==> src/rtl/score_argmax_seq_if.sv <==
// Stream-in / result-out bundle for the score argmax classifier.
// The slave side is the classifier. The master side is whoever feeds scores and consumes results.
interface score_argmax_seq_if #(
  parameter int BITWIDTH    = 8,
  parameter int NUM_CLASSES = 10
);
  localparam int IDXW = (NUM_CLASSES > 1) ? $clog2(NUM_CLASSES) : 1;

  logic                   in_valid;
  logic                   in_ready;
  logic [BITWIDTH-1:0]    in_data;
  logic                   in_last;
  logic                   result_valid;
  logic                   result_ready;
  logic [IDXW-1:0]        class_idx;
  logic [BITWIDTH-1:0]    max_score;
  logic [NUM_CLASSES-1:0] led;
  logic                   frame_err;

  modport master (
    output in_valid, in_data, in_last, result_ready,
    input  in_ready, result_valid, class_idx, max_score, led, frame_err
  );

  modport slave (
    input  in_valid, in_data, in_last, result_ready,
    output in_ready, result_valid, class_idx, max_score, led, frame_err
  );
endinterface

==> src/rtl/score_argmax_seq.sv <==
// Streams one frame of signed class scores and reports the ReLU-clamped argmax.
// The lowest index wins on ties. Malformed frames are dropped with a one-cycle frame_err pulse.
module score_argmax_seq #(
  parameter int BITWIDTH    = 8,
  parameter int NUM_CLASSES = 10
) (
  input logic               clk,
  input logic               rst,
  score_argmax_seq_if.slave bus
);

  localparam int IDXW = (NUM_CLASSES > 1) ? $clog2(NUM_CLASSES) : 1;
  localparam logic [IDXW-1:0] LAST_IDX = IDXW'(NUM_CLASSES - 1);

  typedef enum logic [1:0] {IDLE, ACCUM, OUT} state_e;

  state_e                 state_q, state_d;
  logic [IDXW-1:0]        cnt_q, cnt_d;
  logic [BITWIDTH-1:0]    runMax_q, runMax_d;
  logic [IDXW-1:0]        runIdx_q, runIdx_d;
  logic [IDXW-1:0]        classIdx_q, classIdx_d;
  logic [BITWIDTH-1:0]    maxScore_q, maxScore_d;
  logic [NUM_CLASSES-1:0] led_q, led_d;
  logic                   frameErr_q, frameErr_d;

  logic                   accept;
  logic                   isFinal;
  logic [IDXW-1:0]        beatIdx;
  logic [BITWIDTH-1:0]    clamped;
  logic [BITWIDTH-1:0]    candMax;
  logic [IDXW-1:0]        candIdx;

  always_ff @(posedge clk) begin
    if (rst) begin
      state_q    <= IDLE;
      cnt_q      <= '0;
      runMax_q   <= '0;
      runIdx_q   <= '0;
      classIdx_q <= '0;
      maxScore_q <= '0;
      led_q      <= '0;
      frameErr_q <= 1'b0;
    end else begin
      state_q    <= state_d;
      cnt_q      <= cnt_d;
      runMax_q   <= runMax_d;
      runIdx_q   <= runIdx_d;
      classIdx_q <= classIdx_d;
      maxScore_q <= maxScore_d;
      led_q      <= led_d;
      frameErr_q <= frameErr_d;
    end
  end

  always_comb begin
    state_d    = state_q;
    cnt_d      = cnt_q;
    runMax_d   = runMax_q;
    runIdx_d   = runIdx_q;
    classIdx_d = classIdx_q;
    maxScore_d = maxScore_q;
    led_d      = led_q;
    frameErr_d = 1'b0;

    accept  = bus.in_valid && (state_q != OUT);
    clamped = bus.in_data[BITWIDTH-1] ? '0 : bus.in_data;
    beatIdx = (state_q == IDLE) ? '0 : cnt_q;
    isFinal = (beatIdx == LAST_IDX);

    // The first beat of a frame always seeds the running max. Later beats must strictly beat it.
    if ((state_q == IDLE) || (clamped > runMax_q)) begin
      candMax = clamped;
      candIdx = beatIdx;
    end else begin
      candMax = runMax_q;
      candIdx = runIdx_q;
    end

    case (state_q)
      IDLE, ACCUM: begin
        if (accept) begin
          // An in_last flag that disagrees with the beat position means the frame is malformed.
          if (bus.in_last != isFinal) begin
            frameErr_d = 1'b1;
            state_d    = IDLE;
            cnt_d      = '0;
          end else if (isFinal) begin
            state_d    = OUT;
            cnt_d      = '0;
            runMax_d   = candMax;
            runIdx_d   = candIdx;
            classIdx_d = candIdx;
            maxScore_d = candMax;
            led_d      = NUM_CLASSES'(1) << candIdx;
          end else begin
            state_d  = ACCUM;
            cnt_d    = beatIdx + 1'b1;
            runMax_d = candMax;
            runIdx_d = candIdx;
          end
        end
      end
      OUT: begin
        if (bus.result_ready) begin
          state_d = IDLE;
        end
      end
      default: state_d = IDLE;
    endcase
  end

  assign bus.in_ready     = (state_q != OUT);
  assign bus.result_valid = (state_q == OUT);
  assign bus.class_idx    = classIdx_q;
  assign bus.max_score    = maxScore_q;
  assign bus.led          = led_q;
  assign bus.frame_err    = frameErr_q;

endmodule

==> src/flat_wrapper.sv <==
// flat-port wrapper written by rule: the top's interface ports become plain ports
module score_argmax_seq_flat 
#(
  parameter int BITWIDTH    = 8,
  parameter int NUM_CLASSES = 10
)
  (clk, rst, bus_in_valid, bus_in_data, bus_in_last, bus_result_ready, bus_in_ready, bus_result_valid, bus_class_idx, bus_max_score, bus_led, bus_frame_err);
  score_argmax_seq_if #(.BITWIDTH(BITWIDTH), .NUM_CLASSES(NUM_CLASSES)) bus_i ();
  input logic clk;
  input logic rst;
  input wire logic [$bits(bus_i.in_valid)-1:0] bus_in_valid;
  input wire logic [$bits(bus_i.in_data)-1:0] bus_in_data;
  input wire logic [$bits(bus_i.in_last)-1:0] bus_in_last;
  input wire logic [$bits(bus_i.result_ready)-1:0] bus_result_ready;
  output wire logic [$bits(bus_i.in_ready)-1:0] bus_in_ready;
  output wire logic [$bits(bus_i.result_valid)-1:0] bus_result_valid;
  output wire logic [$bits(bus_i.class_idx)-1:0] bus_class_idx;
  output wire logic [$bits(bus_i.max_score)-1:0] bus_max_score;
  output wire logic [$bits(bus_i.led)-1:0] bus_led;
  output wire logic [$bits(bus_i.frame_err)-1:0] bus_frame_err;
  assign bus_i.in_valid = bus_in_valid;
  assign bus_i.in_data = bus_in_data;
  assign bus_i.in_last = bus_in_last;
  assign bus_i.result_ready = bus_result_ready;
  assign bus_in_ready = bus_i.in_ready;
  assign bus_result_valid = bus_i.result_valid;
  assign bus_class_idx = bus_i.class_idx;
  assign bus_max_score = bus_i.max_score;
  assign bus_led = bus_i.led;
  assign bus_frame_err = bus_i.frame_err;
  score_argmax_seq #(.BITWIDTH(BITWIDTH), .NUM_CLASSES(NUM_CLASSES)) u_core (.clk(clk), .rst(rst), .bus(bus_i));
endmodule
==> config.mk <==
export PLATFORM = sky130hd
export DESIGN_NAME = score_argmax_seq_flat
export DESIGN_NICKNAME = d
export VERILOG_FILES = /design/src/rtl/score_argmax_seq_if.sv /design/src/rtl/score_argmax_seq.sv /design/src/flat_wrapper.sv
export SDC_FILE = /design/constraint.sdc
export NUM_CORES = 1
export LEC_CHECK = 0
export ABC_AREA = 1
export CAP_MARGIN = 10
export CORE_UTILIZATION = 40
export DETAILED_ROUTE_END_ITERATION = 10
export PLACE_DENSITY_LB_ADDON = 0.25
export SYNTH_ARGS = -nofsm -noshare
export SYNTH_HDL_FRONTEND = slang
export SYNTH_SLANG_ARGS = --single-unit
==> constraint.sdc <==
create_clock -name clk -period 4.18 [get_ports clk]
set_input_delay 0.836 -clock clk [delete_from_list [all_inputs] [get_ports clk]]
set_output_delay 0.836 -clock clk [all_outputs]
set_load 0.005 [all_outputs]
Word-level counts from Yosys, hierarchy flattened
Cells that the tools add are included.

word-level totals
  register bits = 41
  latch bits = 0
  memory bits (writable) = 0
  bits in read-only memories = 0
  output and inout port bits = 25
  memories kept = 0

cells by class
  $add $sub $neg = 1
  multiply operators = 0
  div/mod/pow operators = 0
  $lt $le $gt $ge = 1
  eq/ne operators = 7
  shifts and indexed selects = 1
  muxes and demuxes = 12
  bitwise operators = 3
  reductions and logical operators = 9

operators by type and width
  cell                                                  number
  two-way mux 4 bit                                     4
  << shifter 1 x 4 -> 10 bit (first input constant)     1
  > comparator 8 bit                                    1
  two-way mux 2 bit                                     4
  two-way mux 8 bit                                     1
  two-way mux 7 bit                                     1
  adder 4 x 1 -> 4 bit (second input constant)          1
  equality test 4 bit (second input constant)           1
  != test 2 bit (second input constant)                 2
  case mux 2 bit (2 select lines)                       1
  AND reduction 2 bit                                   2
  AND reduction 4 bit                                   1
  NOT 1 bit                                             3
  AND reduction 3 bit                                   1
  OR reduction 3 bit                                    1
  equality test 2 x 1 -> 1 bit (second input constant)  1
  equality test 2 bit (second input constant)           1
  zero test 2 bit                                       1
  != test 2 x 1 -> 1 bit (second input constant)        1
  OR reduction 2 bit                                    1
  logical AND 1 bit                                     1
  logical OR 1 bit                                      1
  two-way mux 1 bit                                     1
  != test 1 bit                                         1

Depth between registers and ports, before layout
Gate-level depths: netlist (run 1).

  depth in word-level cells = 7
  mapped depth = 18
  depth with buffers taken out = 18

Worst setup path after synthesis (run 1)
OpenSTA, ideal clock, no wires.

  path type = input port to flip-flop
  start point = input port bus_in_data[7]
  end point = register u_core.maxScore_q[4] (netlist: u_core.bus.max_score[4])
  setup time = 0.116 ns
  arrival = 2.233 ns
  path slack = 1.831 ns
  cell stages on the path = 14
  path buffers = 1
  cell sequence = inv_1 > nand2_1 > inv_1 > ha_1 > nand2_1 > nor3_2 > nand4_2 > nand2_4 > nand2_2 > buf_2 > nand2_1 > o211ai_1 > o211ai_1 > inv_1

on the way
  word-level cells in the longest chain between the ends = 4

RTL lines
  element               RTL line                source
  from (decl)           flat_wrapper.sv:12      input wire logic [$bits(bus_i.in_data)-1:0] bus_in_data;
  two-way mux 7 bit *   score_argmax_seq.sv:66  clamped = bus.in_data[BITWIDTH-1] ? '0 : bus.in_data;
  > comparator 8 bit    score_argmax_seq.sv:71  if ((state_q == IDLE) || (clamped > runMax_q)) begin
  logical OR 1 bit      score_argmax_seq.sv:71
  two-way mux 8 bit *   score_argmax_seq.sv:71
  to (signal assigned)  score_argmax_seq.sv:49  maxScore_q <= maxScore_d;
  to (decl)             score_argmax_seq.sv:22  logic [BITWIDTH-1:0] maxScore_q, maxScore_d;

Every way passes the cells marked *; elsewhere a longest branch is shown, timed or not.
A chain may end at the register's enable or synchronous reset.

Worst setup path in the final report (run 1)
  start point = input port bus_in_data[7]
  end point = register u_core.runMax_q[0]

on the way
  word-level cells in the longest chain between the ends = 4

RTL lines
  element               RTL line                source
  two-way mux 7 bit *   score_argmax_seq.sv:66
  > comparator 8 bit    score_argmax_seq.sv:71
  logical OR 1 bit      score_argmax_seq.sv:71
  two-way mux 8 bit *   score_argmax_seq.sv:71
  to (signal assigned)  score_argmax_seq.sv:46  runMax_q <= runMax_d;
  to (decl)             score_argmax_seq.sv:19  logic [BITWIDTH-1:0] runMax_q, runMax_d;

Marks and branches as above.

==> results of run 1 <==
==> final timing paths <==
path                                                end  cells after the start
worst max-delay path                 u_core.runMax_q[0]                     15
worst min-delay path            u_core.bus.max_score[7]                      2
worst max register to register  u_core.bus.max_score[1]                     14
worst min register to register  u_core.bus.max_score[7]                      2
==> registers in the layout, summed over array words and instances (netlist names) <==
signal                flops
u_core.bus.led           10
u_core.bus.max_score      8
u_core.runMax_q           8
u_core.bus.class_idx      4
u_core.cnt_q              4
u_core.runIdx_q           4
u_core.state_q            2
u_core.bus.frame_err      1
==> metal layers <==
| metal | global-route usage (%) | share of wire (%) |
|---|---|---|
| met5 | 0 | 0 |
| met2 | 28.5 | 44 |
| met1 | 24.6 | 51 |
| met3 | 4.74 | 3.7 |
| met4 | 6.29 | 1.5 |
==> final cells by class <==
| cell class | count | area, um^2 |
|---|---|---|
| clock buffer | 6 | 82.6 |
| clock inverter | 2 | 37.5 |
| fill | 527 | 2430 |
| inverter | 47 | 184 |
| multi-input combinational | 182 | 1050 |
| sequential | 41 | 821 |
| tap | 70 | 87.6 |
| timing repair buffer | 38 | 378 |
==> cells by family (layout without fill, tap and decap cells) <==
| logic type | Yosys count | in the layout | share of synthesized area (%) |
|---|---|---|---|
| AND/OR/NAND/NOR | 111 | 111 | 27.9 |
| flip-flops | 41 | 41 | 39.1 |
| AO/OA/AOI/OAI | 61 | 61 | 16.4 |
| adder cells (fa/ha/maj) | 9 | 9 | 5.36 |
| XOR/XNOR | 1 | 1 | 0.417 |
| buffers and inverters | 54 | 93 | 10.8 |
==> cell usage in the layout, fill, tap and decap left out <==
cell              n
clkbuf_8          6
ha_1              9
nand2_2           5
inv_6             1
nor2_1           17
or2_2             1
nor2_4            4
clkinvlp_4        1
inv_4             1
o22ai_1           1
clkdlybuf4s50_1  37
inv_1            42
nor2_8            1
nor3_2            1
o21ai_0           7
buf_4             1
nand2_1          62
a211oi_1          1
a22oi_1           1
nand3_1           6
a21oi_1          33
nand4_2           1
nand4_1           2
o211ai_1         13
inv_2             3
nand2_4           3
o21ai_1           5
dfxtp_1          41
nand3_4           3
nor3_1            2
nand3_2           2
nor2_2            1
xor2_1            1
bufinv_16         1
==> worst min-delay path, delay by kind of cell, from the launching register on <==
kind             cells  cell delay [ps]
AO/OA/AOI/OAI        1               50
flip-flops           1              310
AND/OR/NAND/NOR      1               60
==> per-stage QoR <==
| stage | instances | hold WS, ps | power (uW) | utilization [%] |
|---|---|---|---|---|
| 3_3_place_gp | 378 | 457 | 502 | 49.7 |
| 5_1_grt | 386 | 484 | 867 | 52.1 |
| 4_1_cts | 386 | 471 | 841 | 52.1 |
| 2_1_floorplan | 277 | 444 | 476 | - |
| 3_5_place_dp | 378 | 457 | 503 | 49.7 |
| 6_report | 386 | 466 | 830 | 52.1 |
==> power by group <==
group          switching [uW]  total, uW  leakage [uW]  internal (uW)
Combinational            59.2       93.4      0.000739           34.2
Sequential               3.61        401      0.000332            397
Clock                     141        336     0.0000574            194
Total                     204        830       0.00113            625
==> flow_summary.toml, run 1 <==
[clock_tree]
cts_buffers = 5
clock-sinks = 41
root_buffer = "clkbuf_8"
cts.repair.resized = 0
clock_path_buffers = 2
cts_tree = "built"
ctsHoldBuffers = 0
postCtsSetupBuffers = 0
clkTransAtPathRegs_ps = 80
clkLatencyLatePin_ps = 300
htree_levels = 2

[floorplanning]
die_area_um2 = 5540
core_area_um2 = 5070
die_w_um = 74.5
die_h_um = 74.5
row_count = 26
io_pins = 38
start_util_pct = 41.4

[yosys]
synth_top_area_share_pct = 39.1
synth_cell_types = 33
synthTopCellsByCount = "nand2_1 (62), inv_1 (42), dfxtp_1 (41)"
synth-seq-area-share_pct = 39.1
syn_nets = 299
syn_inst = 277
synth_area_leaders = "dfxtp_1 (39%), nand2_1 (11%), a21oi_1 (7.9%)"
synth_area_per_cell_um2 = 7.58
ys_ff_latch = 41
synth_ff_type = "dfxtp_1"
synth_edf_count = 0
ys_async_sr_fraction_pct = 0
netlist_area_um2 = 2100
yosysWarnings = 0
yosysMostFrequentCell = "nand2_1"
yosys.area.top_type = "dfxtp_1"

[worst_setup_path]
cpPeakStageDelay_ps = 570
crit_path_cell_trace = "clkdlybuf4s50_1 -> inv_1 -> nand2_1 -> inv_1 -> ha_1 -> nand2_1 -> nor3_2 -> nand2_1 -> nand2_2 -> nand2_4 -> nand2_2 -> nand2_1 -> inv_1 -> nor2_1 -> a211oi_1"
worstPathRequired_ps = 4400
cp_data_arrival_time_ps = 3320
crit_fanout = 15
crit_top_cell = "nand2_1"
start_kind = "input pin"
cp.buffers_inverters = 4
crit_family = "simple AND/OR/NAND/NOR gates"
cp_slowest_cell = "clkdlybuf4s50_1"
critical_path_class = "input pin to flip-flop"
endpoint_kind = "flip-flop"
crit_start = "bus_in_data[7]"
reg2reg_from = "u_core.state_q[0]"
rrSetupSlack_ps = 1470

[drt]
wire_per_inst_um = 11.7
drt-initial-drc-count = 135
totalWireLength_mm = 4.53
vias = 1833
antenna_left = 0
dr.pass1.iters = 4
drc = 0
vias_per_cell = 4.75

[grt]
overflow = 0
antenna_found_initial = 0
grt_max_degree = 25
grt_pass1_vias = 1665
grt_usage_pct = 18.3
grt_pass1_wl_mm = 7.60

[timing]
final-setup-viol-count = 0
worst_slew_pin_slew_ps = 513
tns_ps = 0
hold_viol = 0
clock-skew-final_ps = 6.44
rsz0062_at_grt = "no"
period_needed_ps = 3100
clock.fmax_ghz = 0.323
slew_violations = 0
fin_crit_sh_pct = 74.2
layout_setup_ws_ps = 1080
relSlewSlack_pct = 65.8

[placement]
numPortBuffers = 37
pre_cts_ws_ps = 751
placed_area_um2 = 2520
dp_hpwl_mm = 3.23
place_congestion = 0.846

[min_path]
hold_class = "flip-flop to flip-flop"
min-delay-start = "u_core.bus.max_score[7]"

[power_and_ir_drop]
p_per_area_nw_per_um2 = 314
vdd_ir_drop_max_mv = 0.233
power_leakage_uw = 0.00113

[flow_run]
max-cap-violations = 0

[layout]
drive_above_1_share_pct = 11.4
nets = 337
stdcell_area_um2 = 2640
area_growth_pct = 25.9
n_antenna_cell = 0

[status]
status = "complete, no violations"
Power figures use the tool's default switching activity.
==> inputs of run 2 (changes only) <==
==> constraint.sdc (replaced) <==
create_clock -name clk -period 2.7 [get_ports clk]
set_input_delay 0.54 -clock clk [delete_from_list [all_inputs] [get_ports clk]]
set_output_delay 0.54 -clock clk [all_outputs]
set_load 0.005 [all_outputs]
==> flow_summary.toml, run 2 (synthesized netlist as in run 1, its figures left out) <==
[status]
status = "complete, no violations"

[power_and_ir_drop]
finalPower_uw = 1230
vdd_ir_drop_max_mv = 0.280
p_per_area_nw_per_um2 = 444
power_leakage_uw = 0.00122

[floorplanning]
die_w_um = 74.5
io_pins = 38
row_count = 26
die_h_um = 74.5
core_area_um2 = 5070
die_area_um2 = 5540
start_util_pct = 41.4

[worst_setup_path]
crit_fanout = 14
critical_path_class = "input pin to flip-flop"
r2r_end = "u_core.bus.max_score[0]"
cp_data_arrival_time_ps = 2620
reg2reg_from = "u_core.state_q[0]"
endpoint_kind = "flip-flop"
rrSetupSlack_ps = 410
reg2reg_depth = 15
worstPathRequired_ps = 2940
crit_start = "bus_in_data[6]"
start_kind = "input pin"

[clock_tree]
cts_tree = "built"
root_buffer = "clkbuf_8"
htree_levels = 2
clock_path_buffers = 2
clock-sinks = 41
cts_buffers = 5
clkTransAtPathRegs_ps = 80
clkLatencyLatePin_ps = 290
ctsHoldBuffers = 0

[drt]
dr.pass1.iters = 4
antenna_left = 0
drc = 0
totalWireLength_mm = 4.58
vias_per_cell = 4.67
wire_per_inst_um = 11.5
drt-initial-drc-count = 63
vias = 1866

[grt]
grt_usage_pct = 18.8
overflow = 0
grt_pass1_vias = 1748
grt_pass1_wl_mm = 7.91
grt_max_degree = 24
antenna_found_initial = 0

[placement]
dp.cells = 392
placed_area_um2 = 2650
numPortBuffers = 37
pre_cts_ws_ps = -97.9
dp_hpwl_mm = 3.37
place_congestion = 0.846

[flow_run]
max-cap-violations = 0

[min_path]
hold_class = "flip-flop to flip-flop"
min-delay-start = "u_core.bus.led[6]"
min_delay_path_depth = 2
min_to = "u_core.bus.led[6]"

[layout]
n_antenna_cell = 0
nets = 351
postLayoutCoreUtil_pct = 54.6
final_common_cell = "nand2_1"
stdcell_area_um2 = 2770
area_growth_pct = 31.9
final_cell_mix = "nand2_1 (62), inv_1 (42), dfxtp_1 (41), clkdlybuf4s50_1 (36), a21oi_1 (33)"
largest_reg_flops = 10
fin_cells = 400
drive_above_1_share_pct = 16.7

[timing]
layout_setup_ws_ps = 323
final-setup-viol-count = 0
slew_violations = 0
relSlewSlack_pct = 62.6
clock.fmax_ghz = 0.421
fin_crit_sh_pct = 88.0
worst_slew_pin_slew_ps = 560
period_needed_ps = 2380
rsz0062_at_grt = "no"
hold_viol = 0
clock-skew-final_ps = 4.73
[run 2: cell types whose count changed in the layout (fill, tap and decap cells not counted), sizes merged]
cell           change
clkinvlp           -1
clkinv             +1
clkdlybuf4s50      -1
bufinv             -1
dlymetal6s2s       +1
buf               +14
clkbuf             +1
[run 2: worst max-delay path by stage]
stage                         endpoint  slack, ps  cells past startpoint
5_1_grt        u_core.bus.max_score[0]        100                     16
2_1_floorplan  u_core.bus.max_score[1]        590                     14
6_report       u_core.bus.max_score[0]        320                     16
3_5_place_dp         u_core.bus.led[0]       -100                     17
3_3_place_gp   u_core.bus.max_score[6]        -80                     16
4_1_cts        u_core.bus.max_score[0]        190                     18
[run 2: area by class of cell]
type	count	area, um^2
clock buffers	7	96.3
clock inverters	1	5.00
fillers	521	2310
inverters	47	184
multi-input cells	182	1060
flip-flops and latches	41	821
well taps	70	87.6
repair buffers	52	510
[run 2: where the power goes]
part,leakage (uW),switching [uW],internal (uW)
Combinational,0.000833,95.9,69.3
Sequential,0.000332,5.81,615
Clock,0.0000542,212,231
[run 2: routing by layer]
metal  track usage (%)  wire [um]
met3              4.07        149
met1              24.7       2340
met2              30.7       2030
met5                 0          0
met4              5.66         56
[run 2: worst max-delay path, cell delays in order]
cell	delay (ps)
clkdlybuf4s50_1	450
inv_1	30
nor2_1	150
ha_1	260
inv_1	80
nor2_1	40
a22oi_1	180
nand2_2	130
nand2_4	120
nand2_2	80
buf_12	150
a21oi_1	140
o21ai_1	80
nand2_1	60
nand2_1	40
inv_1	60
[run 2: timing repair]
item                       CTS  global route
resized for setup            0             6
setup buffers                0             0
setup endpoints to repair    0            13
[run 2: through the flow]
stage / setup TNS [ps] / hold slack, ps
5_1_grt: 0 / 490
3_3_place_gp: -844 / 455
6_report: 0 / 466
4_1_cts: 0 / 471
2_1_floorplan: 0 / 444
3_5_place_dp: -1600 / 458
==> inputs of run 3 (changes only) <==
--- a/config.mk
+++ b/config.mk
@@ -8,6 +8,7 @@
 export ABC_AREA = 1
 export CAP_MARGIN = 10
 export CORE_UTILIZATION = 40
+export CTS_CLUSTER_SIZE = 28
 export DETAILED_ROUTE_END_ITERATION = 10
 export PLACE_DENSITY_LB_ADDON = 0.25
 export SYNTH_ARGS = -nofsm -noshare
==> constraint.sdc (replaced) <==
create_clock -name clk -period 2.5 [get_ports clk]
set_input_delay 0.5 -clock clk [delete_from_list [all_inputs] [get_ports clk]]
set_output_delay 0.5 -clock clk [all_outputs]
set_load 0.005 [all_outputs]
==> flow_summary.toml, run 3 (synthesized netlist as in run 1, its figures left out) <==
[placement]
dp_hpwl_mm = 3.37
place_congestion = 0.849
placed_area_um2 = 2680
numPortBuffers = 37

[timing]
slew_violations = 0
clock.fmax_ghz = 0.434
fin_crit_sh_pct = 92.2
relSlewSlack_pct = 61.1
worst_slew_pin_slew_ps = 583
rsz0062_at_grt = "no"
clock-skew-final_ps = 6.37
period_needed_ps = 2310
tns_ps = 0
final-setup-viol-count = 0
hold_viol = 0

[clock_tree]
cts_buffers = 5
clkTransAtPathRegs_ps = 80
root_buffer = "clkbuf_8"
ctsHoldBuffers = 0
clock-sinks = 41
clock_path_buffers = 2
cts_tree = "built"
htree_levels = 2
clkLatencyLatePin_ps = 300

[worst_setup_path]
cp_data_arrival_time_ps = 2550
worstPathRequired_ps = 2750
endpoint_kind = "flip-flop"
r2r_end = "u_core.bus.max_score[4]"
start_kind = "input pin"
critical_path_class = "input pin to flip-flop"
crit_fanout = 6
rrSetupSlack_ps = 240
reg2reg_depth = 13
reg2reg_from = "u_core.state_q[0]"

[layout]
postLayoutCoreUtil_pct = 56.0
final_cell_mix = "nand2_1 (62), inv_1 (42), dfxtp_1 (41), clkdlybuf4s50_1 (36), a21oi_1 (33)"
largest_reg_flops = 10
drive_above_1_share_pct = 18.8
multi_input_area_um2 = 1080
area_growth_pct = 35.3
final_common_cell = "nand2_1"
stdcell_area_um2 = 2840
nets = 356
nFillCells = 494
final-seq-area_um2 = 821
n_antenna_cell = 0

[grt]
grt_pass1_wl_mm = 7.82
grt_usage_pct = 18.7
grt_pass1_vias = 1746
antenna_found_initial = 0
overflow = 0
grt_max_degree = 24

[power_and_ir_drop]
power_leakage_uw = 0.00125
clock_power_share_pct = 42.5
vdd_ir_drop_max_mv = 0.304
p_per_area_nw_per_um2 = 525
power_frac_seq_pct = 44.9
combPwrFrac_pct = 12.6
intPower_uw = 1140
switchingPower_uw = 353
swShare_pct = 23.7

[floorplanning]
start_util_pct = 41.4
die_h_um = 74.5
row_count = 26
die_area_um2 = 5540
io_pins = 38
die_w_um = 74.5
core_area_um2 = 5070

[drt]
dr.pass1.iters = 4
wire_per_inst_um = 11.6
drt-initial-drc-count = 75
antenna_left = 0
totalWireLength_mm = 4.71
vias_per_cell = 4.68
vias = 1894
drc = 0

[flow_run]
max-cap-violations = 0

[min_path]
min-delay-start = "u_core.bus.led[6]"
hold_class = "flip-flop to flip-flop"
min_to = "u_core.bus.led[6]"
min_delay_path_depth = 2

[status]
status = "complete, no violations"
[run 3: changes by cell type in the layout (fill, tap and decap cells not counted), sizes merged]
cell and change:
buf +5, bufinv +2, clkbuf -2
[run 3: layout make-up]
class / count / area share (%)
flip-flops and latches: 41 / 28.9
clock inverters: 3 / 2.29
multi-input cells: 182 / 38.0
repair buffers: 57 / 18.8
clock buffers: 5 / 2.42
inverters: 47 / 6.47
well taps: 70 / 3.08
[run 3: worst max-delay path: stages]
cell and delay [ps]:
clkdlybuf4s50_1 450, inv_1 30, nor2_1 160, ha_1 160
nand2_1 60, nor3_2 160, nand4_2 220, nand2_4 160
nand3_1 90, nand2_2 120, inv_1 80, buf_4 130
nand2_1 50, o211ai_1 80, inv_1 80
[run 3: power by group through the flow]
stage               combinational, uW  clock, uW  sequential (uW)
finish                            188        634              670
global route                      210        664              672
CTS                               181        647              670
detailed placement                179          0              686
global placement                  178          0              686
floorplan                         111          0              684
[run 3: repair_timing]
item | CTS | global route
setup buffers | 0 | 0
setup endpoints to repair | 0 | 28
gates resized for setup | 0 | 9
[run 3: how the worst max path moves through the flow]
stage                         endpoint              start  slack, ps
6_report       u_core.bus.class_idx[0]     bus_in_data[4]        190
5_1_grt        u_core.bus.max_score[1]     bus_in_data[6]          1
4_1_cts              u_core.bus.led[1]     bus_in_data[7]         40
3_5_place_dp         u_core.bus.led[1]     bus_in_data[7]       -250
3_3_place_gp   u_core.bus.max_score[6]     bus_in_data[7]       -210
2_1_floorplan  u_core.bus.max_score[1]  u_core.state_q[0]        390
[run 3: per-layer routing]
metal,track usage (%),wire length (um),up-vias
met1,25.9,2380,842
met3,4.61,237,6
met4,5.66,59,0
li1,-,-,1005
met5,0,0,-
met2,28.6,2040,41
[run 3: through the flow]
stage / cells / total power [uW] / hold WS [ps] / worst slack, ps
2_1_floorplan: 277 / 796 / 444 / 392
3_3_place_gp: 397 / 864 / 455 / -212
3_5_place_dp: 397 / 865 / 457 / -255
4_1_cts: 405 / 1500 / 470 / 43.8
5_1_grt: 405 / 1550 / 490 / 1.21
6_report: 405 / 1490 / 466 / 195
